### src/rtl/seven_seg_scanner.sv
// Four-digit seven-segment scanner for the Basys 3 common-anode display.
// The divided scan clock is sampled as data in the 100 MHz domain. Each
// rising edge advances the digit, with optional anti-ghost blanking between
// digits. The value is latched once per frame so that frames never tear.
module seven_seg_scanner #(
  parameter int unsigned BLANK_CYCLES = 4
) (
  input  logic        clock_100MHz,
  input  logic        reset_n,
  input  logic        scan_clock,
  input  logic [15:0] value,
  input  logic [3:0]  digit_enable,
  input  logic [3:0]  dp_enable,
  input  logic        blank_leading_zeros,
  output logic [3:0]  anode,
  output logic [6:0]  segment,
  output logic        dp,
  output logic [1:0]  digit_index
);

  localparam int unsigned CNT_W = (BLANK_CYCLES == 0) ? 1 : $clog2(BLANK_CYCLES + 1);
  localparam logic [CNT_W-1:0] BLANK_LOAD = CNT_W'(BLANK_CYCLES);

  logic             sync1_q, sync2_q, sync3_q;
  logic             scan_tick_c;
  logic [1:0]       idx_q, idx_d;
  logic [15:0]      shadow_q, shadow_d;
  logic             started_q, started_d;
  logic [CNT_W-1:0] blank_q, blank_d;
  logic [3:0]       anode_q, anode_d;
  logic [6:0]       segment_q, segment_d;
  logic             dp_q, dp_d;
  logic [3:0]       nibble_c;
  logic             suppress_c;
  logic             lit_c;

  // Hex nibble to active-low segments {g,f,e,d,c,b,a}
  function automatic logic [6:0] seg_decode(input logic [3:0] n);
    logic [6:0] s;
    s = 7'h7F;
    case (n)
      4'h0: s = 7'h40;
      4'h1: s = 7'h79;
      4'h2: s = 7'h24;
      4'h3: s = 7'h30;
      4'h4: s = 7'h19;
      4'h5: s = 7'h12;
      4'h6: s = 7'h02;
      4'h7: s = 7'h78;
      4'h8: s = 7'h00;
      4'h9: s = 7'h10;
      4'hA: s = 7'h08;
      4'hB: s = 7'h03;
      4'hC: s = 7'h46;
      4'hD: s = 7'h21;
      4'hE: s = 7'h06;
      4'hF: s = 7'h0E;
      default: s = 7'h7F;
    endcase
    return s;
  endfunction

  // One-cycle strobe on a rising edge of the synchronized scan clock
  assign scan_tick_c = sync2_q & ~sync3_q;

  // Scan state: digit index, per-frame shadow latch, blanking countdown
  always_comb begin
    idx_d     = idx_q;
    shadow_d  = shadow_q;
    started_d = started_q;
    blank_d   = blank_q;
    if (scan_tick_c) begin
      idx_d     = idx_q + 2'd1;
      // Latch at frame wrap, or on the very first tick after reset
      if ((idx_q == 2'd3) || !started_q) begin
        shadow_d = value;
      end
      started_d = 1'b1;
      blank_d   = BLANK_LOAD;
    end else if (blank_q != '0) begin
      blank_d = blank_q - CNT_W'(1);
    end
  end

  // Output decode from next state so pins update in the same cycle as the state
  always_comb begin
    nibble_c   = shadow_d[{idx_d, 2'b00} +: 4];
    suppress_c = 1'b0;
    case (idx_d)
      2'd1:    suppress_c = blank_leading_zeros && (shadow_d[15:4] == 12'h000);
      2'd2:    suppress_c = blank_leading_zeros && (shadow_d[15:8] == 8'h00);
      2'd3:    suppress_c = blank_leading_zeros && (shadow_d[15:12] == 4'h0);
      default: suppress_c = 1'b0;
    endcase
    lit_c     = started_d && (blank_d == '0) && digit_enable[idx_d] && !suppress_c;
    anode_d   = 4'hF;
    segment_d = 7'h7F;
    dp_d      = 1'b1;
    if (lit_c) begin
      anode_d   = ~(4'b0001 << idx_d);
      segment_d = seg_decode(nibble_c);
      dp_d      = ~dp_enable[idx_d];
    end
  end

  // State and output registers
  always_ff @(posedge clock_100MHz or negedge reset_n) begin
    if (!reset_n) begin
      sync1_q   <= 1'b0;
      sync2_q   <= 1'b0;
      sync3_q   <= 1'b0;
      idx_q     <= 2'd0;
      shadow_q  <= 16'h0000;
      started_q <= 1'b0;
      blank_q   <= '0;
      anode_q   <= 4'hF;
      segment_q <= 7'h7F;
      dp_q      <= 1'b1;
    end else begin
      sync1_q   <= scan_clock;
      sync2_q   <= sync1_q;
      sync3_q   <= sync2_q;
      idx_q     <= idx_d;
      shadow_q  <= shadow_d;
      started_q <= started_d;
      blank_q   <= blank_d;
      anode_q   <= anode_d;
      segment_q <= segment_d;
      dp_q      <= dp_d;
    end
  end

  assign anode       = anode_q;
  assign segment     = segment_q;
  assign dp          = dp_q;
  assign digit_index = idx_q;

endmodule

### config.mk
export PLATFORM = sky130hd
export DESIGN_NAME = seven_seg_scanner
export DESIGN_NICKNAME = d
export VERILOG_FILES = /design/src/rtl/seven_seg_scanner.sv
export SDC_FILE = /design/constraint.sdc
export NUM_CORES = 1
export LEC_CHECK = 0
export ABC_AREA = 1
export CORE_MARGIN = 2
export CORE_UTILIZATION = 46
export CTS_CLUSTER_DIAMETER = 30
export DETAILED_ROUTE_END_ITERATION = 8
export PLACE_DENSITY = 0.75
export SYNTH_ARGS = -nofsm -noshare
export SYNTH_HDL_FRONTEND = slang
export SYNTH_SLANG_ARGS = --single-unit
### constraint.sdc
create_clock -name clock_100MHz -period 2.05 [get_ports clock_100MHz]
set_input_delay 0.41 -clock clock_100MHz [delete_from_list [all_inputs] [get_ports clock_100MHz]]
set_output_delay 0.41 -clock clock_100MHz [all_outputs]
set_load 0.005 [all_outputs]
==> impl_metrics.yaml <==
placed_design:
  dpl_cell_area_mm2: 0.002668
  dp_cells: 382
  numPortBuffers: 41
  place_ws_ps: -78.57
  place.gp.congestion: 0.8613
  post-dp-hpwl_um: 3541
synthesis:
  yosysMostFrequentCell: "nand2_1"
  synthDistinctLibCells: 24
  synth_ff_type: "dfrtp_1"
  async_reset_ff_share_pct: 100.0
  synth.area.mux_share_pct: 0
  synth_edf_count: 0
  syn_area_mm2: 0.002086
  synthAdderAreaFrac_pct: 5.399
  synth-xor-area-share_pct: 0
  synth_commonest_cells: "98 x nand2_1, 42 x nand3_1, 28 x inv_1, 25 x dfrtp_1, 19 x nor2_1"
  synth_top_family_by_area: "simple AND/OR/NAND/NOR gates"
  synthSimpleGateAreaFrac_pct: 40.67
  synth_area_per_cell_um2: 7.585
  synth.yosys.seq_area_share_pct: 45.11
  yosysWarnings: 0
  synth_largest_area_cell: "dfrtp_1"
  yosys-top-cells-area: "dfrtp_1 30%, nand2_1 18%, dfstp_2 15%, nand3_1 10%, ha_1 5.4%"
  syn-num-nets: 312
  synthCells: 275
  synth_top_area_share_pct: 29.99
  synth-seq-cells: 37
  synth_compound_area_share_pct: 0.4799
finish:
  diodes: 0
  area_growth_pct: 44.93
  multi_input_area_mm2: 0.001156
  final_cell_area_mm2: 0.003023
  layout-drive-gt1-share_pct: 29.97
  num-fill-cells: 341
  final_cells: 399
  final_nets: 383
  layout.area.seq_um2: 942.2
grt:
  grt_max_degree: 38
  track_usage_pct: 20.44
  grt_pass1_wl_um: 8204
  gr-total-overflow: 0
  grt_antenna_before_repair: 0
  grt_pass1_vias: 1769
floorplan:
  die_area_mm2: 0.005089
  rows: 24
  start_util_pct: 47.90
  die_w_um: 71.34
  chipHeight_um: 71.34
  ios: 42
  core_area_mm2: 0.004354
power:
  p_leak_nw: 1.489
  powerDensity_mw_per_mm2: 1300
  switching_share_pct: 42.61
  power.switching_w: 0.001675
  vdd.ir_drop.worst_v: 0.0006333
  pwr-share-clk_pct: 13.6
  p_int_w: 0.002256
  pwr-share-comb_pct: 58.8
  pwr-share-seq_pct: 27.6
  power_w: 0.003931
clock_tree:
  cts_hold_buf: 0
  cts_max_path_buffers: 2
  path_clk_slew_ps: 70
  cts_made_buffers: 5
  clkLatencyLatePin_ps: 300
  cts_root_buf: "clkbuf_8"
  clkSinkCount: 37
  h-tree-depth: 2
  cts_tree: "yes"
drt:
  drc: 0
  wire_per_inst_um: 13.35
  ant_nets: 0
  wl_um: 5328
  first_iter_violations: 140
  vias: 1977
  drt_pass1_iterations: 4
  via_per_inst: 4.955
worst_setup_path:
  cp_cell_sequence: "buf_4, buf_4, nand3_1, nand2_4, nor2_4, nand2_1, nand2_1, nor2_4, buf_4, ha_4, nand2_2, nor2_1, nor2_1, nand2_1"
  slowest_stage: "dfrtp_1"
  timing.rr.start: "digit_index[0]"
  r2r_cells: 14
  cp_max_fo: 4
  path_buf_inv: 3
  ff2ff_setup_slack_ps: 20
  arrival_ps: 2270
  required_ps: 2290
  worst-setup-path-type: "flop to flop"
  startpoint_type: "flop"
  slowest_delay_ps: 420
  crit_family: "simple AND/OR/NAND/NOR gates"
  cp-end-kind: "flop"
  r2r-end: "segment[1]"
timing:
  setup_viol: 0
  max_slew_margin_pct: 69.49
  tightest_slew_ps: 457.7
  period_share_pct: 99.07
  hold_viol_final: 0
  max_freq_mhz: 492.4
  min_period_ps: 2031
  layout_setup_ws_ps: 19.13
  clock_skew_ps: 4.210
  holdWs_ps: 356.0
  rsz0062_at_grt: "true"
  slew_violations: 0
worst_hold_path:
  hold_end: "sync2_q"
  hp-class: "flop to flop"
  whs_path_depth: 0
  hp-start: "sync1_q"
status:
  outcome: "complete, no violations"
job:
  maxCapViolCount: 0
-- layout make-up --
cell class	instances	area share (%)
Clock buffer	8	2.980
Inverter	34	4.553
Multi-Input combinational cell	199	38.25
Sequential cell	37	31.17
Tap cell	52	2.152
Timing Repair Buffer	69	20.90
-- logic make-up (layout without fill, tap and decap cells) --
logic type,count (synthesis),after routing
and+or+nand+nor,187,188
adders and majority gates,9,9
AOI/OAI and AO/OA,2,2
buffers and inverters,40,111
DFF,37,37
-- layer usage --
metal	up-vias	track usage, %	part of all wire, %
li1	997	-	-
met1	915	29.13	44
met2	58	31.48	50
met3	7	4.501	5.4
met4	0	5.870	1.2
met5	-	0	0
-- placed cells by master, fill, tap and decap left out, types with 6 or more instances in the layout --
cell type,netlist,final
dfstp_2,12,12
clkdlybuf4s50_1,0,41
nand2_4,2,8
nand3_1,42,36
nand2_2,12,17
nand3_2,1,6
nand2_1,98,87
nor2_4,1,7
clkbuf_8,0,6
nor2_1,19,16
inv_1,28,23
dfrtp_1,25,24
buf_4,1,25
inv_2,5,8
-- registers in the layout, summed over array words and instances (netlist names) --
| register | count |
|---|---|
| anode | 4 |
| shadow_q | 16 |
| digit_index | 2 |
| sync3_q | 1 |
| blank_q | 3 |
| segment | 7 |
| sync2_q | 1 |
| sync1_q | 1 |
| started_q | 1 |
| dp | 1 |
-- stage by stage --
stage / TNS (ps) / util (%)
2_1_floorplan: 0 / -
3_3_place_gp: -93.05 / 61.26
3_5_place_dp: -168.2 / 61.26
4_1_cts: 0 / 64.40
5_1_grt: -261.6 / 69.43
6_report: 0 / 69.43
-- timing repair --
action | CTS | global route
cloned | 0 | 2
endpoints found under the hold margin | 0 | 0
endpoints found under the setup margin | 3 | 12
setup buffers | 3 | 4
pin swaps | 2 | 16
gates resized for setup | 9 | 45
-- power by group through the flow --
stage | Sequential (W) | Combinational [W] | Clock (W)
6_report | 0.00109 | 0.00231 | 0.000534
5_1_grt | 0.00111 | 0.00257 | 0.000576
4_1_cts | 0.00108 | 0.00190 | 0.000540
3_5_place_dp | 0.00109 | 0.00181 | 0
3_3_place_gp | 0.00108 | 0.00178 | 0
2_1_floorplan | 0.00109 | 0.00118 | 0
-- worst register-to-register path, cell delays in order, from the launching register on --
cell and delay (ps):
dfrtp_1 420, buf_4 150, buf_4 140, nand3_1 130, nand2_4 100, nor2_4 140, nand2_1 70, nand2_1 120
nor2_4 50, buf_4 140, ha_4 250, nand2_2 60, nor2_1 100, nor2_1 50, nand2_1 60
-- worst max-delay path by stage --
stage / slack [ps] / depth (start not counted) / end / start
floorplan: 10 / 15 / segment[3] / digit_index[0]
global placement: -60 / 15 / segment[3] / digit_index[0]
detailed placement: -80 / 15 / segment[3] / digit_index[0]
CTS: 0.7 / 14 / segment[1] / digit_index[0]
global route: -70 / 14 / segment[1] / digit_index[0]
finish: 20 / 14 / segment[1] / digit_index[0]
Note: power is estimated with default switching activity, not from simulation.
